$ cat src/rtl/io_port_bank.sv
// io_port_bank: NUM_PORTS x WIDTH bidirectional IO ports with synchronised readback.
// Define IO_PORT_BANK_IRQ_EN to build falling-edge flags, interrupt masks and irq.
module io_port_bank #(
  parameter int NUM_PORTS = 2,
  parameter int WIDTH = 8
) (
  input  logic                       clk,
  input  logic                       reset,
  input  logic [3:0]                 addr,
  input  logic                       read,
  input  logic                       write,
  input  logic [7:0]                 data_in,
  output logic [7:0]                 data_out,
  input  logic [NUM_PORTS*WIDTH-1:0] pins_in,
  output logic [NUM_PORTS*WIDTH-1:0] pins_out,
  output logic [NUM_PORTS*WIDTH-1:0] pins_oe,
  output logic                       irq
);
  localparam int N = NUM_PORTS * WIDTH;
  logic [N-1:0] out_r, ddr_r, sync_meta, sync_in, iflag, imask;
  logic [NUM_PORTS-1:0] hit;
  logic [WIDTH-1:0] rd_val;
  assign pins_out = out_r;
  assign pins_oe = ddr_r;
  always_comb begin
    hit = '0;
    rd_val = '0;
    for (int p = 0; p < NUM_PORTS; p++) begin
      hit[p] = addr[3:2] == 2'(p);
      if (hit[p])
        rd_val = addr[1:0] == 2'd0 ? (out_r[p*WIDTH +: WIDTH] & ddr_r[p*WIDTH +: WIDTH]) |
                                     (sync_in[p*WIDTH +: WIDTH] & ~ddr_r[p*WIDTH +: WIDTH]) :
                 addr[1:0] == 2'd1 ? ddr_r[p*WIDTH +: WIDTH] :
                 addr[1:0] == 2'd2 ? iflag[p*WIDTH +: WIDTH] : imask[p*WIDTH +: WIDTH];
    end
  end
  always_ff @(posedge clk)
    if (!reset) begin
      out_r <= '0;
      ddr_r <= '0;
      sync_meta <= '0;
      sync_in <= '0;
      data_out <= '0;
    end else begin
      sync_meta <= pins_in;
      sync_in <= sync_meta;
      if (read && !write) data_out <= 8'(rd_val);
      for (int p = 0; p < NUM_PORTS; p++)
        if (write && hit[p]) begin
          if (addr[1:0] == 2'd0) out_r[p*WIDTH +: WIDTH] <= data_in[WIDTH-1:0];
          if (addr[1:0] == 2'd1) ddr_r[p*WIDTH +: WIDTH] <= data_in[WIDTH-1:0];
        end
    end
`ifdef IO_PORT_BANK_IRQ_EN
  logic [N-1:0] prev_in, clr;
  always_comb begin
    clr = '0;
    for (int p = 0; p < NUM_PORTS; p++)
      clr[p*WIDTH +: WIDTH] = write && hit[p] && addr[1:0] == 2'd2 ? data_in[WIDTH-1:0] : '0;
  end
  // a new falling edge outranks a simultaneous write-1-to-clear
  always_ff @(posedge clk)
    if (!reset) begin
      prev_in <= '0;
      iflag <= '0;
      imask <= '0;
      irq <= 1'b0;
    end else begin
      prev_in <= sync_in;
      iflag <= (iflag & ~clr) | (prev_in & ~sync_in & ~ddr_r);
      irq <= |(iflag & imask);
      for (int p = 0; p < NUM_PORTS; p++)
        if (write && hit[p] && addr[1:0] == 2'd3) imask[p*WIDTH +: WIDTH] <= data_in[WIDTH-1:0];
    end
`else
  assign iflag = '0;
  assign imask = '0;
  assign irq = 1'b0;
`endif
endmodule

$ cat config.mk
export PLATFORM = sky130hd
export DESIGN_NAME = io_port_bank
export DESIGN_NICKNAME = d
export VERILOG_FILES = /design/src/rtl/io_port_bank.sv
export SDC_FILE = /design/constraint.sdc
export NUM_CORES = 1
export LEC_CHECK = 0
export BUFFER_PORTS_ARGS = -buffer_cell sky130_fd_sc_hd__buf_4
export CAP_MARGIN = 40
export CORE_UTILIZATION = 52
export DETAILED_ROUTE_END_ITERATION = 12
export GPL_TIMING_DRIVEN = 0
export PLACE_DENSITY_LB_ADDON = 0.12
export SLEW_MARGIN = 20
export SYNTH_ARGS = -nofsm -noshare
export SYNTH_HDL_FRONTEND = slang
export SYNTH_SLANG_ARGS = --single-unit
$ cat constraint.sdc
create_clock -name clk -period 1.1 [get_ports clk]
set_input_delay 0.055 -clock clk [delete_from_list [all_inputs] [get_ports clk]]
set_output_delay 0.055 -clock clk [all_outputs]
set_load 0.005 [all_outputs]
==> summary.md <==
• 1.32 ns — worst endpoint required time
• 0% — post-synthesis share of cell area spent on full adders, half adders and majority gates
• 0 — number of antenna repair diodes
• 0 ns — total negative setup slack
• 70 — count of buffers from port buffering
• 0.004507 ns — Layout Skew
• 451 — Final Instance Count excl. Fillers
• 161 — initial drt markers
• flip-flop — type of origin of the critical path
• 2,225 — via count
• 0.5779 ns — transition time of the tightest slew-check pin
• 1402 nW/um^2 — power density of the placed cells
• 4197 um — total half-perimeter wirelength after legalization and detailed placement
• primary input to flip-flop — worst hold-check path type
• 37.24% — P&R area growth vs syn
• 25.02% — Simple-Gate Fraction of Synth Area
• false — setup repair after global routing missed its margin
• 9.946 sq um — post-synthesis area per instance
• 0 — final number of max-transition violations
• 73 — Boundary Pins
• 0.001657 uW — reported leakage power
• 0.07 ns — Reg clk slew, reported paths
• 5283 uW — total power consumption of the routed design
• 74.66 um — vertical die dimension
• 21.10% — share of total power consumed by net switching
• sky130_fd_sc_hd__o21ai_0 — most common cell type on the critical path
• 0.01237 ns — tightest hold margin
• 3 — number of H-tree branching levels
• sky130_fd_sc_hd__dfxtp_1 — Critical Path Slowest Stage Cell
• -0.3660 ns — pre-CTS WS
• 308 — net count of the mapped netlist
• 0 — grt ovf
• 8.751% — share of synthesized area spent on multiplexers
• 41.2% — Clock Power Share
• 72 — number of synthesized register bits
• 1114 uW — Net Switching
• data_in[1] — launch point of the worst hold path
• 25.98% — ratio of cells with drive above 1 in the final layout
• 0 — initial antenna violation count
• 0 — Final Hold Vio Count
• 0.33 ns — worst stage delay on the critical path
• 0 — CP bufs+invs
• 6219 um — total routed wirelength
• sky130_fd_sc_hd__dfxtp_1 — top-count cell post-synth
• 409 — net count of the finished layout
• 1.051 ns — Final min period
• 1211 uV — highest ir drop seen on vdd
• sky130_fd_sc_hd__dfxtp_1 (53%), sky130_fd_sc_hd__mux2i_1 (8.8%), sky130_fd_sc_hd__and2_1 (7.3%) — ranking of synthesized cells by area
• 2745 sq um — Syn Std Cell Area
• 1,949 — via count of the first global-routing pass
• 0 — DRC violation count after routing
• 0% — xor and xnor area share after synthesis
• 52.51% — share of the yosys chip area belonging to registers
• 61.39% — Max-Slew Margin vs Limit
• 0.04868 ns — Final Worst Setup Slack
• 0 — max-cap violation count
• 0 — EDFF count, synth
• completed — status
• 0 — remaining antenna violation count
• 276 — Post-Synthesis Cells
• 72 — count of clock tree sinks
• sky130_fd_sc_hd__clkbuf_8 — Clock Root Buffer
• 951.2 MHz — Max Clk Rate
• 0.8347 — weighted congestion at the end of routability-driven global placement
• 9273 um — global-route wire length before repair
• done — clock tree from TritonCTS
• pins_out[10] — timing startpoint of the critical path
• 416 — placed insts
• 4 — Pre-Repair DR Iteration Count
• 52.51% — area share of the leading cell type in the synthesized netlist
• 3 — critical path peak fanout
• sky130_fd_sc_hd__dfxtp_1 — cell taking the most area after synthesis
• 53.75% — starting density of the core
• sky130_fd_sc_hd__dfxtp_1 — top flip-flop cell by instance count after synthesis
• 10.48% — Synth Area in Compound Gates
• simple AND/OR/NAND/NOR gates — main combinational cell family by area after synthesis
• 95.57% — final clock period utilization by the worst path
• 4.933 — Vias/cell
• 23.13% — All-Layer GR Usage
• 13 — largest net degree at the start of global routing
• 0% — share of synthesized registers carrying an async set or reset
• 13.79 um — routed len/inst
• flip-flop to flip-flop — type of the worst setup path
• flip-flop — capturing element type of the critical path
• 25 — Yosys cell types
• 5107 sq um — Floorplan Core Area
• compound AO/OA/AOI/OAI gates — critical path's top delay family
• 9 — TritonCTS buffer count
• 4168 uW — internal power
• sky130_fd_sc_hd__dfxtp_1 (72), sky130_fd_sc_hd__and2_1 (32), sky130_fd_sc_hd__o21ai_0 (32) — top cells by instance count after synthesis
• 51.2% — sequential power share
• 74.66 um — Die W
• 7.7% — part of the total power dissipated in combinational logic
• 0.33 ns — clock insertion delay at the later pin of the skew report
• pins_out[10] — Reg-to-Reg Start
• o21ai_0 > o21ai_0 > a22oi_1 > nand2_1 — Critical Path, Cell by Cell
• 2 — clock tree buffer depth
• 0 — Ys Warns
• 1.27 ns — critical path data arrival time
• 26 — number of cell rows
• 5573 sq um — area of the die
• 0 — setup violators final
==> cells by family (layout without fill, tap and decap cells) <==
family	count (synthesis)	after routing
AO/OA/AOI/OAI	49	49
multiplexers	24	24
buffers and inverters	16	121
AND/OR/NAND/NOR	114	114
other	1	1
flip-flops	72	72
==> power groups by stage <==
stage          combinational, uW  clock, uW  sequential, uW
5_1_grt                      440       2330            2710
3_3_place_gp                 341          0            2760
2_1_floorplan                170          0            2760
4_1_cts                      399       2220            2700
6_report                     406       2170            2700
3_5_place_dp                 346          0            2760
==> sequential cells by signal (all words and copies together), names as in the netlist <==
register   cells
data_out       8
pins_oe       16
pins_out      16
sync_in       16
sync_meta     16
==> worst paths after layout <==
| path | slack [ns] | cells after the start | endpoint |
|---|---|---|---|
| worst max register to register | 0.05 | 4 | data_out[2] |
| worst max-delay path | 0.05 | 4 | data_out[2] |
| worst min register to register | 0.43 | 1 | sync_in[12] |
| worst min-delay path | 0.01 | 3 | pins_oe[9] |
==> cell type report <==
cell class	instances	area, sq um
buffer	15	81.33
clock buffer	9	123.9
clock inverter	6	83.83
fill	381	1340
inverter	1	3.754
multi-input combinational	188	1225
sequential	72	1441
tap	70	87.58
timing repair buffer	90	720.7
==> what timing repair did <==
| action | CTS | global route |
|---|---|---|
| resized for setup | 1 | 1 |
| endpoints found under the setup margin | 2 | 10 |
| pin swaps | 0 | 3 |
| hold buffers | 18 | 0 |
| buffers inserted | 0 | 2 |
| endpoints found under the hold margin | 21 | 0 |
==> placed cells by master (no fill, tap or decap) <==
cell type,count
sky130_fd_sc_hd__a22oi_1,8
sky130_fd_sc_hd__o21ai_1,1
sky130_fd_sc_hd__buf_4,74
sky130_fd_sc_hd__a21boi_1,1
sky130_fd_sc_hd__dfxtp_1,72
sky130_fd_sc_hd__clkbuf_2,1
sky130_fd_sc_hd__and2_1,32
sky130_fd_sc_hd__nand3_1,8
sky130_fd_sc_hd__inv_1,1
sky130_fd_sc_hd__mux2i_1,24
sky130_fd_sc_hd__clkbuf_8,9
sky130_fd_sc_hd__dlygate4sd3_1,18
sky130_fd_sc_hd__nand3b_2,1
sky130_fd_sc_hd__nand3b_1,1
sky130_fd_sc_hd__nor2b_1,24
sky130_fd_sc_hd__clkbuf_1,9
sky130_fd_sc_hd__nor3b_4,2
sky130_fd_sc_hd__nor3b_2,1
sky130_fd_sc_hd__nand4bb_1,1
sky130_fd_sc_hd__nor2_2,1
sky130_fd_sc_hd__o21ai_0,31
sky130_fd_sc_hd__nand2_1,25
sky130_fd_sc_hd__buf_2,1
sky130_fd_sc_hd__inv_6,1
sky130_fd_sc_hd__bufinv_16,2
sky130_fd_sc_hd__buf_6,2
sky130_fd_sc_hd__a21boi_0,8
sky130_fd_sc_hd__nor3_4,1
sky130_fd_sc_hd__nand2b_1,17
sky130_fd_sc_hd__clkinv_2,3
sky130_fd_sc_hd__conb_1,1
==> metrics by stage <==
stage	instance area (sq um)	utilization [%]
after global routing	3767	73.76
after global placement	3358	65.75
final	3767	73.76
after floorplan	2745	-
after detailed placement	3358	65.75
after CTS	3752	73.47
==> routing by layer <==
layer	wire length (um)	share of wire [%]	track usage (%)	vias to the layer above
li1	-	-	-	1125
met1	2720	44	28.64	1011
met2	3028	49	38.24	83
met3	402	6.5	4.685	6
met4	67	1.1	11.95	0
met5	0	0	0	-
==> worst reg2reg max path, cell delays in order (launching register included) <==
cell                      delay (ns)
sky130_fd_sc_hd__dfxtp_1        0.33
sky130_fd_sc_hd__o21ai_0        0.18
sky130_fd_sc_hd__o21ai_0        0.11
sky130_fd_sc_hd__a22oi_1        0.23
sky130_fd_sc_hd__nand2_1        0.09
Power figures use the tool's default switching activity.
